### src/rtl/counter_access_ctrl.sv
// Load/enable controller for the shared 32-bit count register: arbitrates Wishbone
// and logic-analyzer loads, prescales the increment enable and flags counter wrap.
module counter_access_ctrl #(
  parameter int unsigned BITS      = 32,
  parameter logic [27:0] ADDR_BASE = 28'h3000000,
  parameter int unsigned PRE_W     = 16
) (
  input  logic            wb_clk_i,
  input  logic            wb_rst_ni,
  input  logic            wbs_cyc_i,
  input  logic            wbs_stb_i,
  input  logic            wbs_we_i,
  input  logic [3:0]      wbs_sel_i,
  input  logic [31:0]     wbs_adr_i,
  input  logic [31:0]     wbs_dat_i,
  output logic            wbs_ack_o,
  output logic [31:0]     wbs_dat_o,
  input  logic            la_req_i,
  input  logic [BITS-1:0] la_data_i,
  input  logic [BITS-1:0] la_mask_i,
  output logic            la_ack_o,
  input  logic [BITS-1:0] cnt_value_i,
  output logic            cnt_load_o,
  output logic [BITS-1:0] cnt_load_data_o,
  output logic [BITS-1:0] cnt_load_mask_o,
  output logic            cnt_en_o,
  output logic            irq_o
);

  typedef enum logic [1:0] {IDLE, WB_DONE, LA_DONE} state_t;

  state_t            r_state, w_state_nxt;
  logic              r_last_la;
  logic              r_run, r_irq_en, r_wrap;
  logic [PRE_W-1:0]  r_prescale, r_pcnt;

  logic              w_hit, w_wb_pend, w_la_pend, w_grant_wb, w_grant_la;
  logic [1:0]        w_idx;
  logic              w_wr_count, w_wr_ctrl, w_wr_pre;
  logic [31:0]       w_rd_data, w_sel_mask;
  logic              w_tick, w_wrap_set, w_wrap_clr;
  logic              w_ack_nxt, w_la_ack_nxt, w_load_nxt;
  logic [31:0]       w_dat_nxt;
  logic [BITS-1:0]   w_ld_data_nxt, w_ld_mask_nxt;
  logic              w_unused;

  assign w_unused  = ^wbs_adr_i[1:0];
  assign w_hit     = (wbs_adr_i[31:4] == ADDR_BASE);
  assign w_idx     = wbs_adr_i[3:2];
  assign w_wb_pend = wbs_cyc_i & wbs_stb_i & w_hit;
  assign w_la_pend = la_req_i;

  // On a tie the requester that was not granted last time wins.
  assign w_grant_wb = (r_state == IDLE) & w_wb_pend & (~w_la_pend | r_last_la);
  assign w_grant_la = (r_state == IDLE) & w_la_pend & (~w_wb_pend | ~r_last_la);

  assign w_wr_count = w_grant_wb & wbs_we_i & (w_idx == 2'd0);
  assign w_wr_ctrl  = w_grant_wb & wbs_we_i & (w_idx == 2'd1);
  assign w_wr_pre   = w_grant_wb & wbs_we_i & (w_idx == 2'd2);

  always_comb begin
    w_rd_data = '0;
    unique case (w_idx)
      2'd0: w_rd_data = cnt_value_i;
      2'd1: begin
        w_rd_data[0] = r_run;
        w_rd_data[1] = r_irq_en;
        w_rd_data[8] = r_wrap;
      end
      2'd2: w_rd_data[PRE_W-1:0] = r_prescale;
      default: w_rd_data = '0;
    endcase
  end

  always_comb begin
    w_sel_mask = '0;
    for (int unsigned i = 0; i < 4; i++) w_sel_mask[i*8 +: 8] = {8{wbs_sel_i[i]}};
  end

  always_ff @(posedge wb_clk_i or negedge wb_rst_ni) begin
    if (!wb_rst_ni) begin
      r_state   <= IDLE;
      r_last_la <= 1'b1;
    end else begin
      r_state <= w_state_nxt;
      if (w_grant_wb)      r_last_la <= 1'b0;
      else if (w_grant_la) r_last_la <= 1'b1;
    end
  end

  always_comb begin
    w_state_nxt = r_state;
    unique case (r_state)
      IDLE: begin
        if (w_grant_wb)      w_state_nxt = WB_DONE;
        else if (w_grant_la) w_state_nxt = LA_DONE;
      end
      default: w_state_nxt = IDLE;
    endcase
  end

  always_comb begin
    w_ack_nxt     = w_grant_wb;
    w_la_ack_nxt  = w_grant_la;
    w_dat_nxt     = (w_grant_wb & ~wbs_we_i) ? w_rd_data : '0;
    w_load_nxt    = w_grant_la | w_wr_count;
    w_ld_data_nxt = '0;
    w_ld_mask_nxt = '0;
    if (w_grant_la) begin
      w_ld_data_nxt = la_data_i;
      w_ld_mask_nxt = la_mask_i;
    end else if (w_wr_count) begin
      w_ld_data_nxt = wbs_dat_i;
      w_ld_mask_nxt = w_sel_mask;
    end
  end

  // A tick colliding with a load is dropped, but the prescaler still wraps.
  assign w_tick     = r_run & (r_pcnt == r_prescale);
  assign w_wrap_set = cnt_en_o & (&cnt_value_i);
  assign w_wrap_clr = w_wr_ctrl & wbs_dat_i[8];

  always_ff @(posedge wb_clk_i or negedge wb_rst_ni) begin
    if (!wb_rst_ni) begin
      wbs_ack_o       <= 1'b0;
      wbs_dat_o       <= '0;
      la_ack_o        <= 1'b0;
      cnt_load_o      <= 1'b0;
      cnt_load_data_o <= '0;
      cnt_load_mask_o <= '0;
      cnt_en_o        <= 1'b0;
      r_run           <= 1'b0;
      r_irq_en        <= 1'b0;
      r_wrap          <= 1'b0;
      r_prescale      <= '0;
      r_pcnt          <= '0;
    end else begin
      wbs_ack_o       <= w_ack_nxt;
      wbs_dat_o       <= w_dat_nxt;
      la_ack_o        <= w_la_ack_nxt;
      cnt_load_o      <= w_load_nxt;
      cnt_load_data_o <= w_ld_data_nxt;
      cnt_load_mask_o <= w_ld_mask_nxt;
      cnt_en_o        <= w_tick & ~w_load_nxt;
      if (w_wr_ctrl) begin
        r_run    <= wbs_dat_i[0];
        r_irq_en <= wbs_dat_i[1];
      end
      if (w_wr_pre) r_prescale <= wbs_dat_i[PRE_W-1:0];
      if (w_wr_pre | w_wr_ctrl | ~r_run | w_tick) r_pcnt <= '0;
      else                                        r_pcnt <= r_pcnt + PRE_W'(1);
      r_wrap <= w_wrap_set | (r_wrap & ~w_wrap_clr);
    end
  end

  assign irq_o = r_wrap & r_irq_en;

endmodule

### config.mk
export PLATFORM = sky130hd
export DESIGN_NAME = counter_access_ctrl
export DESIGN_NICKNAME = d
export VERILOG_FILES = /design/src/rtl/counter_access_ctrl.sv
export SDC_FILE = /design/constraint.sdc
export NUM_CORES = 1
export LEC_CHECK = 0
export BUFFER_PORTS_ARGS = -buffer_cell sky130_fd_sc_hd__buf_2
export CORE_MARGIN = 4
export CORE_UTILIZATION = 45
export DETAILED_ROUTE_END_ITERATION = 8
export HOLD_SLACK_MARGIN = 0.06
export PLACE_DENSITY = 0.88
export SKIP_LAST_GASP = 1
export SYNTH_ARGS = -nofsm -noshare
export SYNTH_HDL_FRONTEND = slang
export SYNTH_SLANG_ARGS = --single-unit
### constraint.sdc
create_clock -name wb_clk_i -period 3.36 [get_ports wb_clk_i]
set_clock_uncertainty 0.1 [all_clocks]
set_input_delay 0.336 -clock wb_clk_i [delete_from_list [all_inputs] [get_ports wb_clk_i]]
set_output_delay 0.336 -clock wb_clk_i [all_outputs]
set_load 0.05 [all_outputs]
-- After elaboration in Yosys (flattened, before gate mapping)
Cells that the tools add are included.
- flip-flop bits (word level): 138
- bits of input ports: 170
- output and inout bits: 101
- logic and storage cells: 71
- $add $sub $neg: 1
- equality and inequality tests: 5
- multiplexer cells: 16
- bitwise logic cells: 31
- reductions and logical operators: 4
- operator list (operator ; number):
    $mux W32 ; 5
    $mux W16 ; 2
    $reduce_and A32 Y1 ; 1
    $eq A28 B26 Y1 const B ; 1
    $and A1 B1 Y1 ; 17
    $add A16 B1 Y16 const B ; 1
    $eq A16 B16 Y1 ; 1
    $pmux W7 S2 ; 1
    $pmux W6 S2 ; 1
    $not A1 Y1 ; 7
    $or A1 B1 Y1 ; 7
    $mux W2 ; 3
    $pmux W2 S3 ; 1
    $logic_not A2 Y1 ; 2
    $ne A3 B3 Y1 const B ; 1
    $pmux W1 S3 ; 1
    $eq A2 B1 Y1 const B ; 1
    $eq A2 B2 Y1 const B ; 1
    $mux W1 ; 2
    $reduce_bool A2 Y1 ; 1

-- Logic depth before layout (Yosys ltp)
Gate-level depths: netlist (run 1).
- depth after elaboration: 10
- mapped depth: 6
- mapped depth without buffers: 5

-- Worst setup path after synthesis (run 1)
No wires, ideal clock.
- path type: register -> register
- start: reg r_state[1]
- end: reg r_prescale[10]
- library setup time: 0.125 ns
- arrival: 1.741 ns
- required time: 3.135 ns
- setup slack: 1.394 ns
- cell stages (with the launch flop): 6
- buffers on the path: 1
- clock period less this slack: 1.966 ns
- path through: dfrtp_1 -> nor4_4 -> nand4_4 -> nor3_4 -> buf_12 -> mux2_4
- longest elaborated chain between the ends: 5
- RTL lines (item ; line ; RTL):
    from (decl) ; 32 ; state_t r_state, w_state_nxt;
    from (signal assigned) ; 85 ; r_state <= w_state_nxt;
    $logic_not A2 Y1 ; 54 ; assign w_grant_wb = (r_state == IDLE) & w_wb_pend & (~w_la_pend | r_last_la);
    $and A1 B1 Y1 (2 in series) ; 54 ;
    $and A1 B1 Y1 (2 in series) ; 59 ; assign w_wr_pre = w_grant_wb & wbs_we_i & (w_idx == 2'd2);
    to (signal assigned) ; 149 ; if (w_wr_pre) r_prescale <= wbs_dat_i[PRE_W-1:0];
    to (decl) ; 35 ; logic [PRE_W-1:0] r_prescale, r_pcnt;
Every way passes these cells.
A chain may end at the register's enable or synchronous reset.

-- Worst setup path in the final report (run 1)
- start: reg r_state[1]
- end: reg cnt_load_data_o[30]
- longest elaborated chain between the ends: 7
- elaborated cells between the ends (all ways): 9
- classes of those cells: 2 x mux; 6 x bitwise; 1 x reduce/logical
- RTL lines (item ; line ; RTL):
    $logic_not A2 Y1 (*) ; 54, 55 ;
    $and A1 B1 Y1 (2 in series) ; 54 ;
    $and A1 B1 Y1 (2 in series) ; 57 ; assign w_wr_count = w_grant_wb & wbs_we_i & (w_idx == 2'd0);
    $mux W32 ; 112 ; end else if (w_wr_count) begin
    $mux W32 (*) ; 109 ; if (w_grant_la) begin
    net w_ld_data_nxt[30] ; 44 ; logic [BITS-1:0] w_ld_data_nxt, w_ld_mask_nxt;
    to (signal assigned) ; 142 ; cnt_load_data_o <= w_ld_data_nxt;
    to (decl) ; 24 ; output logic [BITS-1:0] cnt_load_data_o,
The timed path passes the listed nets; every way through them passes the cells marked *.

==> qor.yml, run 1 <==
run_status:
  run_status: "complete, no violations"
min_path:
  min_delay_path_depth: 2
  worst_hold_path_type: "in2reg"
power_and_ir_drop:
  leakagePower_nw: 4.48
  vdd_ir_drop_max_uv: 324
  switching_power_mw: 1.05
  p_int_mw: 3.01
  seq_power_share_pct: 42.3
  netSwitchingFraction_pct: 25.9
  comb_power_share_pct: 13.2
  report.power.total_mw: 4.06
  powerDensity_nw_per_um2: 467
  power.clock.fraction_pct: 44.5
cts:
  cts_buf_count: 17
  h-tree-depth: 4
  post_cts_resize_count: 0
  cts_tree: "built"
  cts_max_path_buffers: 2
  root_buffer: "sky130_fd_sc_hd__clkbuf_16"
  numClockSinks: 138
  worstSkewPairLatency_ps: 410
  cts.clk_slew.worst_paths_ps: 60
flow_run:
  timing.max_cap.violations: 0
critical_path:
  crit_chain: "nor3b_1, o21a_2, buf_4, a22o_1, dlygate4sd3_1"
  timing.setup.critical_path_class: "reg2reg"
  required_ps: 3610
  critical_path.startpoint_type: "flop"
  critical-path-slowest-cell: "sky130_fd_sc_hd__o21a_2"
  critPathMaxFanout: 52
  timing.reg2reg.worst_path_depth: 5
  end_kind: "flop"
  crit_path_max_incr_delay_ps: 900
  arrival_ps: 3270
timing:
  setup_violations: 0
  hold_ws_ps: 71.0
  timing_worst_slew_pin_value_ps: 1040
  setup-tns-final_ps: 0
  hold_viol: 0
  fmax_ghz: 0.331
  slew-limit-headroom_pct: 30.4
  number_of_slew_limit_violations_in_the_final_report: 0
  worst_slack_ps: 339
  final_min_period_over_clock_period_pct: 89.9
  setup_repair_after_global_routing_missed_its_margin: "no"
  finalWorstPathRequiredPeriod_ps: 3020
cells_and_area:
  share_of_final_layout_standard_cells_stronger_than_drive_strength_1_pct: 42.7
  most_used_cells_in_the_layout_excluding_fill_and_tap_cells: "267 x sky130_fd_sc_hd__buf_2, 137 x sky130_fd_sc_hd__dfrtp_1, 78 x sky130_fd_sc_hd__dlygate4sd3_1"
  layout.nets: 962
  postLayoutCoreUtil_pct: 68.4
  filler_instances: 919
  combined_flip_flop_and_latch_cell_area_sq_um: 3450
  syn_to_final_growth_pct: 48.0
  final_common_cell: "sky130_fd_sc_hd__buf_2"
  area_taken_by_multi_input_logic_gates_sq_um: 2250
global_routing:
  grt_first_pass_wirelength_um: 28800
  antenna_found_initial: 2
  groute.usage.overall_pct: 25.4
  grt_pass1_vias: 5503
  grt_max_degree: 86
  grt_overflow_total: 0
place:
  numPortBuffers: 268
  detailed_place_hpwl_um: 13100
  gpl.final_weighted_congestion: 0.878
  pre_cts_slack_ps: 783
drt:
  totalWireLength_um: 19400
  drt-vias-per-instance: 5.35
  detail_route.drc_violations: 0
  detailedRoute.firstPassIterationCount: 5
  vias: 5229
  ant_nets: 0
  post_drt_wl_per_cell_um: 19.9
  detail_route.iter0.violations: 367
synth:
  synth_top_area_cells: "sky130_fd_sc_hd__dfrtp_1 58%, sky130_fd_sc_hd__a22o_1 9.5%, sky130_fd_sc_hd__xnor2_1 3.4%"
  complex_gate_fraction_of_the_synthesized_area_pct: 11.0
  dominant_combinational_cell_family_by_area_after_synthesis: "simple AND/OR/NAND/NOR gates"
  synth-async-reset-ratio_pct: 100
  syn_avg_cell_area_sq_um: 13.1
  synth_cells: 448
  synth_edf_count: 0
  yosysTopAreaCellShare_pct: 58.3
  synth_seq_cells: 138
  yosys.area_share.xor_xnor_pct: 4.32
  synthesis.area_sq_um: 5880
  ys_dominant_reg_cell: "sky130_fd_sc_hd__dfrtp_1"
  synth_warnings: 0
  mappedNetlistNets: 619
  yosys.area_share.adder_pct: 0.213
  synth_cell_types: 47
  synth.yosys.seq_area_share_pct: 58.7
  post_synth_and_or_nand_nor_area_fraction_pct: 15.5
  netlist.top_cell.by_area: "sky130_fd_sc_hd__dfrtp_1"
  muxShareOfSynthArea_pct: 7.00
floorplan:
  floorplan.die.height_um: 122
  floorplan.initialDensity_pct: 46.2
  die_x_um: 122
  overall_die_area_sq_um: 15000
  rows: 41
  core_area_sq_um: 12700
  i_o_pin_total: 271
per-layer routing:
layer,wire [um],global-route usage [%]
met1,7210,29.1
met2,10200,44.9
met3,1290,6.68
met4,744,11.0
met5,0,0
cell families (layout without fill, tap and decap cells):
logic type | count (synthesis) | count (layout)
flops | 138 | 138
simple gates | 137 | 137
compound gates | 75 | 75
mux | 35 | 35
buf+inv | 33 | 389
xor+xnor | 29 | 29
fa+ha+maj | 1 | 1
other cells | 0 | 2
registers in the layout, indices dropped and copies added (netlist names):
register	cells
cnt_en_o	1
cnt_load_data_o	32
cnt_load_mask_o	32
cnt_load_o	1
la_ack_o	1
r_irq_en	1
r_last_la	1
r_pcnt	16
r_prescale	16
r_run	1
r_state	2
r_wrap	1
wbs_ack_o	1
wbs_dat_o	32
worst max-delay path, delay by kind of cell, from the launching register on:
family / cells / cell delay (ps)
AOI/OAI and AO/OA: 2 / 1100
buffers and inverters: 2 / 950
DFF: 1 / 420
and+or+nand+nor: 1 / 380
area by class of cell:
type                    count  area share, %
clock buffers              18           4.93
well taps                 172           2.47
diodes                      2         0.0575
inverters                   5          0.216
clock inverters            14           1.71
repair buffers            352           25.1
multi-input cells         277           25.8
flip-flops and latches    138           39.7
cells in the mapped netlist, types with 5 or more instances:
| cell | instances |
|---|---|
| sky130_fd_sc_hd__dfrtp_1 | 137 |
| sky130_fd_sc_hd__a22o_1 | 64 |
| sky130_fd_sc_hd__xnor2_1 | 23 |
| sky130_fd_sc_hd__and2_1 | 20 |
| sky130_fd_sc_hd__nand4_1 | 20 |
| sky130_fd_sc_hd__nor2_1 | 18 |
| sky130_fd_sc_hd__nor3_1 | 18 |
| sky130_fd_sc_hd__mux2i_1 | 16 |
| sky130_fd_sc_hd__mux2_4 | 10 |
| sky130_fd_sc_hd__nand2_1 | 10 |
| sky130_fd_sc_hd__nand3_1 | 10 |
| sky130_fd_sc_hd__buf_2 | 9 |
| sky130_fd_sc_hd__mux2_2 | 9 |
| sky130_fd_sc_hd__clkbuf_1 | 7 |
| sky130_fd_sc_hd__nor4_1 | 7 |
| sky130_fd_sc_hd__xor2_1 | 6 |
| sky130_fd_sc_hd__inv_1 | 5 |
| sky130_fd_sc_hd__o21ai_0 | 5 |
power groups by stage:
| stage | Combinational [mW] | Clock, mW | Sequential (mW) |
|---|---|---|---|
| floorplan | 0.0944 | 0 | 1.89 |
| global placement | 0.448 | 0 | 1.74 |
| detailed placement | 0.456 | 0 | 1.74 |
| CTS | 0.527 | 1.81 | 1.71 |
| global route | 0.569 | 1.91 | 1.72 |
| finish | 0.537 | 1.81 | 1.72 |
through the flow:
stage,instance area [sq um],instances
3_5_place_dp,7340,866
5_1_grt,8700,978
3_3_place_gp,7340,866
6_report,8700,978
4_1_cts,8680,974
2_1_floorplan,5880,448
final timing paths:
path / start / end / slack, ps
max: r_state[1] / cnt_load_data_o[30] / 340
min: la_data_i[2] / cnt_load_data_o[2] / 70
max reg2reg: r_state[1] / cnt_load_data_o[30] / 340
min reg2reg: r_irq_en / r_irq_en / 440
max in group asynchronous: wb_rst_ni / wbs_dat_o[17] / 1930
min in group asynchronous: wb_rst_ni / cnt_load_data_o[13] / 470
what timing repair did:
action / CTS / global route
endpoints found under the hold margin: 142 / 2
hold buffers: 76 / 2
buffers inserted: 0 / 0
(Power assumes the default switching activity.)
==> run 2, diff against run 1 <==
Clock period 3.36 ns to 3.1 ns, I/O delays scaled along.
==> run 2 against run 1 <==
Combinational power up 19%; worst hold slack worse by 9.2 ps; first-iteration DRC count up 30%; design area up 5.0%; clock power up 9%.
==> qor.yml, run 2 (synthesized netlist as in run 1, its figures left out) <==
run_status:
  run_status: "complete, no violations"
cts:
  cts_tree: "built"
  worstSkewPairLatency_ps: 420  # about the same
  cts_buf_count: 17  # unchanged
  root_buffer: "sky130_fd_sc_hd__clkbuf_16"
  numClockSinks: 138  # unchanged
  h-tree-depth: 4  # unchanged
  cts_max_path_buffers: 2  # unchanged
  cts.clk_slew.worst_paths_ps: 60  # about the same
cells_and_area:
  syn_to_final_growth_pct: 55.4
  most_used_cells_in_the_layout_excluding_fill_and_tap_cells: "267 x sky130_fd_sc_hd__buf_2, 137 x sky130_fd_sc_hd__dfrtp_1, 119 x sky130_fd_sc_hd__dlygate4sd3_1"
  final_common_cell: "sky130_fd_sc_hd__buf_2"
  registers_with_the_most_flip_flops: "cnt_load_data_o x32, cnt_load_mask_o x32, wbs_dat_o x32"
  share_of_final_layout_standard_cells_stronger_than_drive_strength_1_pct: 40.7  # -2.0 points
  postLayoutCoreUtil_pct: 71.9  # +3.5 points
  layout.nets: 1005  # +4.5%
power_and_ir_drop:
  comb_power_share_pct: 14.3  # +1.1 points
  vdd_ir_drop_max_uv: 368  # +14%
  power.clock.fraction_pct: 44.2  # -0.3 points
  p_int_mw: 3.33  # +11%
  switching_power_mw: 1.15  # +9.0%
  leakagePower_nw: 4.69  # +4.8%
  powerDensity_nw_per_um2: 490  # +5.0%
  netSwitchingFraction_pct: 25.6  # -0.31 points
  seq_power_share_pct: 41.6  # -0.7 points
global_routing:
  grt_pass1_vias: 5976  # +8.6%
  grt_max_degree: 62  # -28%
  antenna_found_initial: 1  # -1
  grt_first_pass_wirelength_um: 32500  # +13%
  groute.usage.overall_pct: 29.0  # +3.5 points
  grt_overflow_total: 0  # unchanged
timing:
  setup-tns-final_ps: 0  # unchanged
  setup_violations: 0  # unchanged
  number_of_slew_limit_violations_in_the_final_report: 0  # unchanged
  worst_slack_ps: 378  # +39.3 ps
  final_min_period_over_clock_period_pct: 87.8  # -2.1 points
  finalWorstPathRequiredPeriod_ps: 2720  # -299 ps
  hold_ws_ps: 61.9  # -9.16 ps
  timing_worst_slew_pin_value_ps: 736  # -308 ps
  setup_repair_after_global_routing_missed_its_margin: "no"
  hold_viol: 0  # unchanged
  slew-limit-headroom_pct: 50.8  # +20 points
  fmax_ghz: 0.367  # +11%
critical_path:
  timing.setup.critical_path_class: "reg2reg"
  critical_path.startpoint_type: "flop"
  end_kind: "flop"
  setup.reg_to_reg.worst_slack_ps: 380  # +40 ps
  arrival_ps: 2910  # -360 ps
  critPathMaxFanout: 47  # -9.6%
  required_ps: 3280  # -330 ps
place:
  pre_cts_slack_ps: 760  # -23.0 ps
  detailed_place_hpwl_um: 13100  # about the same
  gpl.final_weighted_congestion: 0.905  # +3.2%
  numPortBuffers: 268  # unchanged
floorplan:
  floorplan.die.height_um: 122  # unchanged
  floorplan.initialDensity_pct: 46.2  # unchanged
  rows: 41  # unchanged
  i_o_pin_total: 271  # unchanged
  overall_die_area_sq_um: 15000  # unchanged
  die_x_um: 122  # unchanged
  core_area_sq_um: 12700  # unchanged
drt:
  ant_nets: 0  # unchanged
  detail_route.drc_violations: 0  # unchanged
  vias: 5597  # +7.0%
  detail_route.iter0.violations: 476  # +30%
  post_drt_wl_per_cell_um: 21.4  # +7.7%
  totalWireLength_um: 21800  # +12%
  drt-vias-per-instance: 5.49  # +2.6%
  detailedRoute.firstPassIterationCount: 7  # +2
min_path:
  worst_hold_path_type: "in2reg"
flow_run:
  timing.max_cap.violations: 0  # unchanged
-- run 2: per-layer routing --
layer / track usage [%] / share of wire, % / wire length (um)
met4: 19.5 / 6.9 / 1500
met3: 7.79 / 7.3 / 1600
met2: 49.7 / 50 / 10900
met5: 0 / 0 / 0
met1: 31.2 / 36 / 7860
-- run 2: path summary, 6_finish.rpt --
kind                              start             endpoint  cells past startpoint
min in group asynchronous     wb_rst_ni  cnt_load_data_o[16]                      2
max in group asynchronous     wb_rst_ni            r_last_la                      3
max reg2reg                   r_last_la  cnt_load_data_o[23]                      6
min reg2reg                    r_irq_en             r_irq_en                      1
min                        la_data_i[2]   cnt_load_data_o[2]                      2
max                           r_last_la  cnt_load_data_o[23]                      6
-- run 2: what timing repair did --
item | 4_1_cts | 5_1_grt
hold endpoints to repair | 150 | 2
setup buffers | 0 | 0
gates resized for setup | 0 | 0
hold buffers | 117 | 2
-- run 2: area by class of cell --
cell class,count,area [sq um]
antenna,2,5.00
clock buffer,20,457
clock inverter,11,123
fill,822,3580
inverter,5,18.8
multi-input combinational,277,2250
sequential,138,3450
tap,172,215
timing repair buffer,395,2620
-- run 2: worst max-delay path, stage by stage (launching register included) --
cell and delay [ps]:
sky130_fd_sc_hd__dfstp_2 550, sky130_fd_sc_hd__nor3b_1 180, sky130_fd_sc_hd__nand4_1 160, sky130_fd_sc_hd__o21a_2 460
sky130_fd_sc_hd__buf_12 290, sky130_fd_sc_hd__a22o_1 250, sky130_fd_sc_hd__dlygate4sd3_1 570
-- run 2: power groups by stage --
stage               Sequential, mW  Combinational, mW  Clock (mW)
floorplan                     2.05              0.102           0
global placement              1.89              0.490           0
detailed placement            1.89              0.497           0
CTS                           1.86              0.617        1.98
global route                  1.87              0.672        2.09
finish                        1.86              0.639        1.98
-- run 2: metrics by stage --
step,total power [mW],instances,cell area (sq um)
5_1_grt,4.63,1019,9140
2_1_floorplan,2.15,448,5880
3_3_place_gp,2.38,868,7370
3_5_place_dp,2.39,868,7370
6_report,4.48,1020,9140
4_1_cts,4.45,1016,9120
